<file path="src/rtl/demux_striper_1xn.sv">
// Byte-stream lane demultiplexer: locks on COM, stripes symbols round-robin across
// LANES lanes, drops SKP (counting them) and pads short words with IDL.
module demux_striper_1xn #(
    parameter int          LANES = 4,
    parameter logic [7:0]  COM   = 8'hbc,
    parameter logic [7:0]  SKP   = 8'h1c,
    parameter logic [7:0]  END   = 8'hfd,
    parameter logic [7:0]  IDL   = 8'h7c
) (
    input  logic                 clk,
    input  logic                 reset,
    input  logic                 valid_in,
    input  logic [7:0]           data_in,
    output logic [8*LANES-1:0]   lane_data,
    output logic                 lane_valid,
    output logic [LANES-1:0]     lane_pad,
    output logic                 aligned,
    output logic [7:0]           skp_count
);

    localparam int PTR_W = (LANES > 1) ? $clog2(LANES) : 1;
    localparam logic [PTR_W-1:0] LAST_LANE = PTR_W'(LANES - 1);

    typedef enum logic {
        HUNT   = 1'b0,
        STRIPE = 1'b1
    } state_t;

    state_t               state_q, state_d;
    logic [PTR_W-1:0]     ptr_q, ptr_d;
    logic [7:0]           buf_q [LANES];
    logic [7:0]           buf_d [LANES];
    logic [8*LANES-1:0]   lane_data_q, lane_data_d;
    logic [LANES-1:0]     lane_pad_q, lane_pad_d;
    logic                 lane_valid_q, lane_valid_d;
    logic [7:0]           skp_count_q, skp_count_d;

    // Candidate output word if the current symbol closes the word. A COM closes the
    // word without occupying it, so its own lane becomes padding too.
    logic [8*LANES-1:0]   word_flat;
    logic [LANES-1:0]     word_pad;
    logic                 flush_com;

    assign flush_com = (data_in == COM);

    genvar gi;
    generate
        for (gi = 0; gi < LANES; gi++) begin : g_lane
            localparam logic [PTR_W-1:0] LANE_IDX = PTR_W'(gi);
            logic held;
            logic cur;
            assign held = (LANE_IDX < ptr_q);
            assign cur  = (LANE_IDX == ptr_q) && !flush_com;
            assign word_flat[8*gi +: 8] = held ? buf_q[gi] : (cur ? data_in : IDL);
            assign word_pad[gi]         = !(held || cur);
        end
    endgenerate

    always_comb begin
        state_d      = state_q;
        ptr_d        = ptr_q;
        buf_d        = buf_q;
        lane_data_d  = lane_data_q;
        lane_pad_d   = lane_pad_q;
        lane_valid_d = 1'b0;
        skp_count_d  = skp_count_q;

        if (valid_in) begin
            if (state_q == HUNT) begin
                if (data_in == COM) begin
                    buf_d[0] = COM;
                    ptr_d    = PTR_W'(1);
                    state_d  = STRIPE;
                end
            end else if (data_in == SKP) begin
                if (skp_count_q != 8'hff) begin
                    skp_count_d = skp_count_q + 8'd1;
                end
            end else if (data_in == END) begin
                lane_data_d  = word_flat;
                lane_pad_d   = word_pad;
                lane_valid_d = 1'b1;
                ptr_d        = '0;
            end else if ((data_in == COM) && (ptr_q != '0)) begin
                lane_data_d  = word_flat;
                lane_pad_d   = word_pad;
                lane_valid_d = 1'b1;
                buf_d[0]     = COM;
                ptr_d        = PTR_W'(1);
            end else begin
                buf_d[ptr_q] = data_in;
                if (ptr_q == LAST_LANE) begin
                    lane_data_d  = word_flat;
                    lane_pad_d   = word_pad;
                    lane_valid_d = 1'b1;
                    ptr_d        = '0;
                end else begin
                    ptr_d = ptr_q + PTR_W'(1);
                end
            end
        end
    end

    always_ff @(posedge clk or posedge reset) begin
        if (reset) begin
            state_q      <= HUNT;
            ptr_q        <= '0;
            lane_data_q  <= '0;
            lane_pad_q   <= '0;
            lane_valid_q <= 1'b0;
            skp_count_q  <= '0;
            for (int k = 0; k < LANES; k++) begin
                buf_q[k] <= '0;
            end
        end else begin
            state_q      <= state_d;
            ptr_q        <= ptr_d;
            lane_data_q  <= lane_data_d;
            lane_pad_q   <= lane_pad_d;
            lane_valid_q <= lane_valid_d;
            skp_count_q  <= skp_count_d;
            for (int k = 0; k < LANES; k++) begin
                buf_q[k] <= buf_d[k];
            end
        end
    end

    assign lane_data  = lane_data_q;
    assign lane_pad   = lane_pad_q;
    assign lane_valid = lane_valid_q;
    assign aligned    = (state_q == STRIPE);
    assign skp_count  = skp_count_q;

endmodule
</file>
<file path="config.mk">
export PLATFORM = sky130hd
export DESIGN_NAME = demux_striper_1xn
export DESIGN_NICKNAME = d
export VERILOG_FILES = /design/src/rtl/demux_striper_1xn.sv
export SDC_FILE = /design/constraint.sdc
export NUM_CORES = 1
export LEC_CHECK = 0
export ABC_AREA = 1
export CORE_MARGIN = 1
export CORE_UTILIZATION = 58
export DETAILED_ROUTE_END_ITERATION = 8
export HOLD_SLACK_MARGIN = 0.1
export PLACE_DENSITY_LB_ADDON = 0.1
export SLEW_MARGIN = 40
export SYNTH_ARGS = -nofsm -noshare
export SYNTH_HDL_FRONTEND = slang
export SYNTH_SLANG_ARGS = --single-unit
</file>
<file path="constraint.sdc">
create_clock -name clk -period 4.95 [get_ports clk]
set_input_delay 0.99 -clock clk [delete_from_list [all_inputs] [get_ports clk]]
set_output_delay 0.99 -clock clk [all_outputs]
set_load 0.05 [all_outputs]
</file>
==> reports/metrics.yaml, run 1 <==
yosys:
  async_flop_share_pct: 100.0
  syn_nets: 502
  avgSynthCellArea_um2: 7.579
  synth_warnings: 0
  synth_edf_count: 0
  synth_seq_cells: 72
  synth_area_um2: 3684
  synthFlopType: "dfrtp_1"
  seq_area_frac_synth_pct: 48.91
  syn_inst: 486
  synth_cell_types: 25
clock_network:
  cts.clk_slew.worst_paths_ns: 0.08
  clockBufferDepth: 2
  cts_hold_buf: 0
  cts_resized: 0
  cts_setup_buffers: 0
  clock_latency_ns: 0.35
  cts.sink_count: 72
  cts_tree: "yes"
  cts_made_buffers: 9
  h-tree-depth: 3
  cts_root_buf: "clkbuf_8"
sta:
  hold_viol: 0
  relSlewSlack_pct: 54.95
  rsz0062_at_grt: "false"
  setup_violations: 0
  fmax_ghz: 0.3330
  clock_skew_ns: 0.006386
  fin_setup_tns_ns: 0
  hold_slack_ns: 0.4708
  min_period_ns: 3.003
  worst_slew_pin_slew_ns: 0.6757
  min_period_over_period_pct: 60.66
  drv_slew: 0
global_route:
  grt-ovfl-total: 0
  grt_pass1_wl_um: 14410
  grt_use_total_pct: 29.01
  antenna_found_initial: 0
  grt_pass1_vias: 3009
  grt_max_degree: 56
worst_setup_path:
  cp-end-kind: "flop"
  endpoint: "lane_data[4]$_DFFE_PP0P_"
  crit_required_ns: 5.19
  worstSetupStartpoint: "data_in[0]"
  critical_path_class: "in -> reg"
  worst-r2r-setup-slack_ns: 2.15
  critPathMaxFanout: 38
  worst_r2r_endpoint: "lane_data[4]$_DFFE_PP0P_"
  cp-start-kind: "primary input"
  r2r_cells: 10
  r2r-start: "ptr_q[1]$_DFFE_PP0P_"
  arrival_ns: 3.24
floorplanning:
  dieHeight_um: 81.69
  boundaryPins: 57
  fp.coreArea_um2: 6026
  die_area_um2: 6673
  die_x_um: 81.69
  start_util_pct: 61.13
  rows: 28
power_and_ir_drop:
  switching_share_pct: 44.76
  power.leakage_nw: 2.336
  clockPowerShare_pct: 19.5
  seqPwrFrac_pct: 35.7
  vdd_drop_max_mv: 0.3975
  comb_power_share_pct: 44.8
  p_per_area_nw_per_um2: 580.7
  switchingPower_w: 0.001149
  intPower_w: 0.001418
route:
  ant_nets: 0
  post_drt_wl_per_cell_um: 14.20
  viasPerCell: 5.498
  vias: 3365
  routed_wl_um: 8688
  drt_first_pass_iters: 6
  drtIter0Drc: 278
  drc: 0
finish:
  antennaDiodeCount: 0
  drive_gt1_share_pct: 6.331
  synthToLayoutAreaGrowth_pct: 20.01
  final_nets: 548
hold_path:
  hold_path.class: "reg -> reg"
placed_design:
  numPortBuffers: 56
  gp_congestion: 0.9746
  hpwl_um: 6100
status:
  status: "complete, no violations"
run:
  maxCapViolations: 0
[worst min path at each step]
stage	depth (start not counted)	endpoint	startpoint	slack (ns)
after floorplan	2	buf_q[10]$_DFFE_PP0P_	buf_q[10]$_DFFE_PP0P_	0.44
after detailed placement	2	lane_data[19]$_DFFE_PP0P_	lane_data[19]$_DFFE_PP0P_	0.46
after global placement	2	buf_q[21]$_DFFE_PP0P_	buf_q[21]$_DFFE_PP0P_	0.45
final	2	lane_data[19]$_DFFE_PP0P_	lane_data[19]$_DFFE_PP0P_	0.47
after CTS	2	lane_data[19]$_DFFE_PP0P_	lane_data[19]$_DFFE_PP0P_	0.48
after global routing	2	buf_q[20]$_DFFE_PP0P_	buf_q[20]$_DFFE_PP0P_	0.49
[worst max-delay path, cell delays in order]
cell	delay (ns)
clkdlybuf4s50_1	0.66
inv_1	0.14
nand2_1	0.12
nor2_4	0.05
nand2_1	0.12
nand2_2	0.10
inv_2	0.45
nand2_4	0.35
nand2_1	0.17
nand2_1	0.07
[kinds of logic after synthesis]
logic type / Yosys count / synth area share [%]
compound gates: 25 / 3.397
xor+xnor: 5 / 1.189
fa+ha+maj: 5 / 1.698
buf+inv: 48 / 6.420
flops: 72 / 48.91
simple gates: 331 / 38.38
[layer usage]
metal	track usage (%)	wire length, um
met5	0	0
met4	11.75	158
met3	6.000	617
met2	43.17	3832
met1	41.22	4079
[stage by stage]
stage	utilization, %	std cells	power (W)	area [um2]	setup slack (ns)
floorplan	-	486	0.001717	3684	2.135
global placement	69.81	596	0.002039	4207	1.692
detailed placement	69.85	596	0.002070	4209	1.619
CTS	73.36	612	0.002569	4420	1.974
global route	73.36	612	0.002714	4420	1.793
finish	73.36	612	0.002567	4420	1.947
[cells in the final DEF (no fill, tap or decap), types with 2 or more instances in the layout]
cell / n
bufinv_16: 2
clkdlybuf4s50_1: 56
xor2_1: 3
inv_2: 4
nor2_1: 14
nand4_1: 2
nand3_1: 70
nand2_4: 4
ha_1: 5
nor2_4: 2
nor2_2: 2
clkbuf_8: 9
nand3b_1: 2
dfrtp_1: 72
clkinv_2: 3
nand2_2: 4
inv_1: 20
xnor2_1: 2
nand2_1: 228
o21ai_0: 24
[sequential cells by signal (all words and copies together), names as in the netlist]
| register | cells |
|---|---|
| lane_data | 32 |
| ptr_q | 2 |
| skp_count | 8 |
| buf_q | 24 |
| aligned | 1 |
| lane_valid | 1 |
| lane_pad | 4 |
[final cells by class]
| type | instances | area (um2) |
|---|---|---|
| sequential | 72 | 1802 |
| tap | 75 | 93.84 |
| fill | 496 | 1605 |
| timing repair buffer | 57 | 568.0 |
| multi-input combinational | 366 | 1645 |
| inverter | 26 | 100.1 |
| clock buffer | 10 | 127.6 |
| clock inverter | 6 | 83.83 |
[power by group through the flow]
stage | clock network (W) | registers, W | logic (W)
after global routing | 0.000531 | 0.000938 | 0.00124
after detailed placement | 0 | 0.000924 | 0.00115
after floorplan | 0 | 0.00128 | 0.000436
after CTS | 0.000505 | 0.000914 | 0.00115
after global placement | 0 | 0.000918 | 0.00112
final | 0.000502 | 0.000915 | 0.00115
[synthesized netlist by cell type, types with 2 or more instances]
library cell | n | share of area, %
buf_4 | 5 | 1.0
nand2_4 | 4 | 1.2
dfrtp_1 | 72 | 49
xor2_1 | 3 | 0.71
buf_2 | 6 | 0.82
nor2_1 | 14 | 1.4
nand3b_1 | 2 | 0.41
o21ai_0 | 24 | 3.3
ha_1 | 5 | 1.7
nand3_1 | 70 | 9.5
nand4_1 | 2 | 0.34
inv_2 | 4 | 0.41
clkbuf_1 | 7 | 0.71
buf_6 | 4 | 1.2
nand2_1 | 228 | 23
inv_1 | 21 | 2.1
nor2_2 | 2 | 0.34
nor2_4 | 2 | 0.61
nand2_2 | 4 | 0.68
xnor2_1 | 2 | 0.48
(Power assumes the default switching activity.)
==> inputs of run 2 (changes only) <==
--- a/config.mk
+++ b/config.mk
@@ -7,7 +7,7 @@
 export LEC_CHECK = 0
 export ABC_AREA = 1
 export CORE_MARGIN = 1
-export CORE_UTILIZATION = 58
+export CORE_UTILIZATION = 54
 export DETAILED_ROUTE_END_ITERATION = 8
 export HOLD_SLACK_MARGIN = 0.1
 export PLACE_DENSITY_LB_ADDON = 0.1
==> constraint.sdc (replaced) <==
create_clock -name clk -period 2.9 [get_ports clk]
set_input_delay 0.58 -clock clk [delete_from_list [all_inputs] [get_ports clk]]
set_output_delay 0.58 -clock clk [all_outputs]
set_load 0.05 [all_outputs]
==> run 2 against run 1 <==
Effect of this change:
- the run now ends with design-rule violations left
- clock skew increased by 0.0025 ns
- sequential cell count unchanged
- die area increased by 7.2%
- via count decreased by 1.1%
- register-to-register slack got worse by 1.4 ns
- non-clock buffer count is 12 higher
- sequential share of layout area down 1.3 points
- largest power group unchanged
- highest routed layer unchanged
==> reports/metrics.yaml, run 2 (synthesized netlist as in run 1, its figures left out) <==
floorplanning:
  die_area_um2: 7155  # +7.2%
  rows: 29  # +3.6%
  die_x_um: 84.59  # +3.6%
  dieHeight_um: 84.59  # +3.6%
  start_util_pct: 57.03  # -4.1 points
  boundaryPins: 57  # unchanged
  fp.coreArea_um2: 6459  # +7.2%
finish:
  largest_reg_flops: 32  # unchanged
  drive_gt1_share_pct: 8.197  # +1.9 points
  antennaDiodeCount: 0  # unchanged
  fin_util_pct: 70.79  # -2.6 points
  instances_no_fill: 626  # +2.3%
  synthToLayoutAreaGrowth_pct: 24.12
  most-common-layout-cells: "228 x nand2_1, 72 x dfrtp_1, 70 x nand3_1"
  final_common_cell: "nand2_1"
  fillers: 529  # +6.7%
  final_nets: 560  # +2.2%
route:
  drc: 5  # +5
  wl_met3_um: 672  # +8.9%
  ant_nets: 0  # unchanged
  routed_wl_um: 8816  # +1.5%
  drt_first_pass_iters: 8  # +2
  wl_met2_um: 3767  # -1.7%
  post_drt_wl_per_cell_um: 14.08  # -0.80%
  vias: 3329  # -1.1%
  wl_met1_um: 4149  # +1.7%
  drtIter0Drc: 314  # +13%
  top_layer_used: "met4"
  viasPerCell: 5.318  # -3.3%
clock_network:
  cts.sink_count: 72  # unchanged
  cts_tree: "yes"
  cts_setup_buffers: 0  # unchanged
  h-tree-depth: 3  # unchanged
  cts.clk_slew.worst_paths_ns: 0.07  # about the same
  cts_resized: 0  # unchanged
  clockBufferDepth: 2  # unchanged
  cts_root_buf: "clkbuf_8"
  cts_made_buffers: 9  # unchanged
  cts_hold_buf: 0  # unchanged
  clock_latency_ns: 0.36  # about the same
sta:
  hold_slack_ns: 0.4721  # +0.001387 ns
  drv_slew: 0  # unchanged
  min_period_over_period_pct: 80.26
  setup_violations: 0  # unchanged
  worst_slew_pin_slew_ns: 0.5160  # -0.1597 ns
  rsz0062_at_grt: "false"
  fin_setup_tns_ns: 0  # unchanged
  min_period_ns: 2.327
  hold_viol: 0  # unchanged
  fmax_ghz: 0.4297
  relSlewSlack_pct: 65.49  # +11 points
  clock_skew_ns: 0.008930  # +0.002544 ns
worst_setup_path:
  path_cells: "clkdlybuf4s50_1"
  cp-start-kind: "flop"
  critPathTopFamily: "buffers and inverters"
  max_stage_delay_ns: 0.88  # +0.22 ns
  crit_required_ns: 2.32  # -2.87 ns
  cp-end-kind: "output port"
  crit_buf_inv: 1  # -2
  slowest_stage: "clkdlybuf4s50_1"
  arrival_ns: 1.75  # -1.49 ns
  critical_path_class: "reg -> out"
  critPathMaxFanout: 9  # -76%
global_route:
  grt_use_total_pct: 26.67  # -2.3 points
  grt_pass1_wl_um: 14890  # +3.3%
  grt-ovfl-total: 0  # unchanged
  grt_pass1_vias: 3002  # -0.23%
  grt_max_degree: 73  # +30%
  antenna_found_initial: 0  # unchanged
run:
  maxCapViolations: 0  # unchanged
power_and_ir_drop:
  vdd_drop_max_mv: 0.5354  # +35%
  power.leakage_nw: 2.417  # +3.4%
  p_per_area_nw_per_um2: 1008  # +74%
status:
  status: "complete, but fails checks"
  violations: "design-rule violations"
placed_design:
  hpwl_um: 6351  # +4.1%
  numPortBuffers: 56  # unchanged
  gp_congestion: 0.9921  # +1.8%
  dp_cells: 610  # +2.3%
hold_path:
  hold_path.class: "reg -> reg"
[run 2: changes by cell type in the layout (fill, tap and decap cells not counted), sizes merged]
| cell | delta |
|---|---|
| clkbuf | +1 |
| bufinv | +2 |
| clkinv | -3 |
| buf | +12 |
[run 2: cell type report]
type                    count  area [um2]  share of cell area [%]
flip-flops and latches     72        1802                   39.41
clock buffers              11       131.4                   2.874
multi-input cells         366        1645                   35.99
well taps                  77       96.34                   2.107
inverters                  26       97.59                   2.135
clock inverters             5       128.9                   2.819
repair buffers             69       670.6                   14.67
[run 2: routing by layer]
layer | vias up | global-route usage (%)
li1 | 1651 | -
met3 | 16 | 4.916
met2 | 125 | 38.21
met5 | - | 0
met1 | 1537 | 39.86
met4 | 0 | 11.25
[run 2: where the power goes]
part | switching, W | internal (W)
logic | 0.00139 | 0.000630
registers | 0.000210 | 0.00135
clock network | 0.000378 | 0.000661
[run 2: final timing paths]
path / slack, ns / start / cells after the start / endpoint
max: 0.57 / aligned$_DFFE_PP0P_ / 1 / aligned
min: 0.47 / lane_data[7]$_DFFE_PP0P_ / 2 / lane_data[7]$_DFFE_PP0P_
max reg2reg: 0.76 / ptr_q[1]$_DFFE_PP0P_ / 10 / lane_data[10]$_DFFE_PP0P_
min reg2reg: 0.47 / lane_data[7]$_DFFE_PP0P_ / 2 / lane_data[7]$_DFFE_PP0P_
max in group asynchronous: 1.99 / reset / 3 / buf_q[20]$_DFFE_PP0P_
min in group asynchronous: 0.61 / reset / 3 / lane_valid$_DFF_PP0_
[run 2: metrics by stage]
| step | power [W] | setup WS (ns) | instance area [um2] |
|---|---|---|---|
| finish | 0.004610 | 0.5726 | 4572 |
| global route | 0.004867 | 0.4075 | 4572 |
| CTS | 0.004614 | 0.5674 | 4572 |
| detailed placement | 0.003574 | 0.3055 | 4312 |
| global placement | 0.003540 | 0.2909 | 4312 |
| floorplan | 0.002930 | 0.4951 | 3684 |
==> inputs of run 3 (changes only) <==
==> constraint.sdc (replaced) <==
create_clock -name clk -period 2.3 [get_ports clk]
set_input_delay 0.46 -clock clk [delete_from_list [all_inputs] [get_ports clk]]
set_output_delay 0.46 -clock clk [all_outputs]
set_load 0.05 [all_outputs]
==> run 3 against run 2 <==
Effect of this change:
- the flow still finishes with violations (design-rule violations)
- core utilization grew 0.77 points
- routed wire length grew 0.36%
- sequential share of layout area shrank 0.43 points
- sequential cell count is the same
- first-iteration DRC count shrank 39%
- critical path depth is the same
- clock-buffer cell count is the same
- die area is the same
- critical path type unchanged
- largest power group unchanged
- highest routed layer unchanged
==> reports/metrics.yaml, run 3 (synthesized netlist as in run 1, its figures left out) <==
route:
  ant_nets: 0  # unchanged
  drc: 7  # +2
  routed_wl_um: 8848  # +0.36%
  vias: 3391  # +1.9%
  drtIter0Drc: 192  # -39%
  drt_first_pass_iters: 7  # -1
  post_drt_wl_per_cell_um: 13.87  # -1.5%
  viasPerCell: 5.315  # about the same
worst_setup_path:
  critPathTopFamily: "buffers and inverters"
  critical_path_class: "reg -> out"
  max_stage_delay_ns: 0.86  # -0.02 ns
  r2r_cells: 10  # unchanged
  slowest_stage: "clkdlybuf4s50_1"
  critPathMaxFanout: 9  # unchanged
  worst_r2r_endpoint: "lane_data[8]$_DFFE_PP0P_"
  crit_required_ns: 1.84  # -0.48 ns
  crit_buf_inv: 1  # unchanged
  cp-start-kind: "flop"
  arrival_ns: 1.72  # -0.03 ns
  worst-r2r-setup-slack_ns: 0.43  # -0.33 ns
  path_cells: "clkdlybuf4s50_1"
  cp-end-kind: "output port"
  r2r-start: "ptr_q[1]$_DFFE_PP0P_"
finish:
  drive_gt1_share_pct: 10.52  # +2.3 points
  synthToLayoutAreaGrowth_pct: 25.48
  largest_reg_flops: 32  # unchanged
  final_area_um2: 4622  # +1.1%
  antennaDiodeCount: 0  # unchanged
  final_nets: 572  # +2.1%
  most-common-layout-cells: "228 x nand2_1, 72 x dfrtp_1, 70 x nand3_1"
  final_common_cell: "nand2_1"
global_route:
  grt_util_met1_pct: 40.37  # +0.52 points
  grt_max_degree: 73  # unchanged
  busiest_layer: "met1"
  grtUsageMet3_pct: 5.605  # +0.69 points
  grt_use_total_pct: 27.22  # +0.54 points
  grt.met2_usage_pct: 38.43  # +0.22 points
  grt_pass1_wl_um: 15120  # +1.6%
  grt-ovfl-total: 0  # unchanged
  antenna_found_initial: 0  # unchanged
  grt_pass1_vias: 3152  # +5.0%
sta:
  clock_skew_ns: 0.006943  # -0.001987 ns
  fin_setup_tns_ns: 0  # unchanged
  min_period_over_period_pct: 94.74
  setup_violations: 0  # unchanged
  hold_viol: 0  # unchanged
  fmax_ghz: 0.4589
  drv_slew: 0  # unchanged
  finalWorstSetupSlack_ns: 0.1209  # -0.4516 ns
  worst_slew_pin_slew_ns: 0.5144  # -0.001559 ns
  hold_slack_ns: 0.4705  # -0.001596 ns
  min_period_ns: 2.179
  rsz0062_at_grt: "false"
  relSlewSlack_pct: 65.60  # +0.10 points
hold_path:
  hold_path.class: "reg -> reg"
  hp-start: "lane_data[23]$_DFFE_PP0P_"
  whs_path_depth: 2  # unchanged
  holdPathEnd: "lane_data[23]$_DFFE_PP0P_"
power_and_ir_drop:
  p_total_w: 0.005504  # +19%
  power.leakage_nw: 2.453  # +1.5%
  p_per_area_nw_per_um2: 1191  # +18%
  vdd_drop_max_mv: 0.4882  # -8.8%
placed_design:
  numPortBuffers: 56  # unchanged
  dpl_worst_slack_ns: -0.04298  # -0.3485 ns
  dpl-instance-area_um2: 4439  # +3.0%
  gp_congestion: 0.9194  # -7.3%
  hpwl_um: 6567  # +3.4%
clock_network:
  cts_setup_buffers: 0  # unchanged
  h-tree-depth: 3  # unchanged
  cts_tree: "yes"
  cts.clk_slew.worst_paths_ns: 0.08  # about the same
  cts_resized: 0  # unchanged
  clockBufferDepth: 2  # unchanged
  cts_made_buffers: 9  # unchanged
  cts.sink_count: 72  # unchanged
  cts_hold_buf: 0  # unchanged
  cts_root_buf: "clkbuf_8"
  clock_latency_ns: 0.35  # about the same
floorplanning:
  start_util_pct: 57.03  # unchanged
  die_x_um: 84.59  # unchanged
  boundaryPins: 57  # unchanged
  dieHeight_um: 84.59  # unchanged
  fp.coreArea_um2: 6459  # unchanged
  die_area_um2: 7155  # unchanged
  rows: 29  # unchanged
status:
  violations: "design-rule violations"
  status: "complete, but fails checks"
run:
  maxCapViolations: 0  # unchanged
[run 3: cell count changes in the layout (fill, tap and decap cells not counted)]
cell and change:
bufinv_16 -4, clkinv_2 +3, buf_4 +9, clkbuf_1 -2, clkinvlp_4 +1, clkbuf_8 +2
buf_12 +3
[run 3: layout make-up]
class                           instances  area, um2
Clock buffer                           11      151.4
Clock inverter                          5      31.28
Fill cell                             575       1837
Inverter                               26      97.59
Multi-Input combinational cell        366       1645
Sequential cell                        72       1802
Tap cell                               77      96.34
Timing Repair Buffer                   81      798.3
[run 3: layer usage]
| layer | share of wire, % | wire length [um] |
|---|---|---|
| met5 | 0 | 0 |
| met4 | 3.0 | 267 |
| met1 | 47 | 4156 |
| met2 | 43 | 3823 |
| met3 | 6.8 | 601 |
[run 3: how the worst max path moves through the flow]
stage                                   start                         to  slack, ns  cells past startpoint
after floorplan                         reset        aligned$_DFFE_PP0P_       0.02                      1
after global placement             data_in[6]  lane_data[23]$_DFFE_PP0P_       0.04                     11
after detailed placement           data_in[6]   lane_data[8]$_DFFE_PP0P_      -0.04                     11
after CTS                 aligned$_DFFE_PP0P_                    aligned       0.10                      1
after global routing      aligned$_DFFE_PP0P_                    aligned       0.05                      1
final                     aligned$_DFFE_PP0P_                    aligned       0.12                      1
[run 3: worst min-delay path, delay by kind of cell, from the launching register on]
kind             cells  cell delay [ns]
DFF                  1             0.34
and+or+nand+nor      2             0.09
[run 3: power by group]
part	switching (W)	internal, W
combinational	0.00177	0.000850
clock	0.000478	0.000446
sequential	0.000260	0.00170
total	0.00251	0.00299
[run 3: through the flow]
step | instances | util [%]
floorplan | 486 | -
global placement | 622 | 68.73
detailed placement | 622 | 68.73
CTS | 638 | 71.56
global route | 638 | 71.56
finish | 638 | 71.56
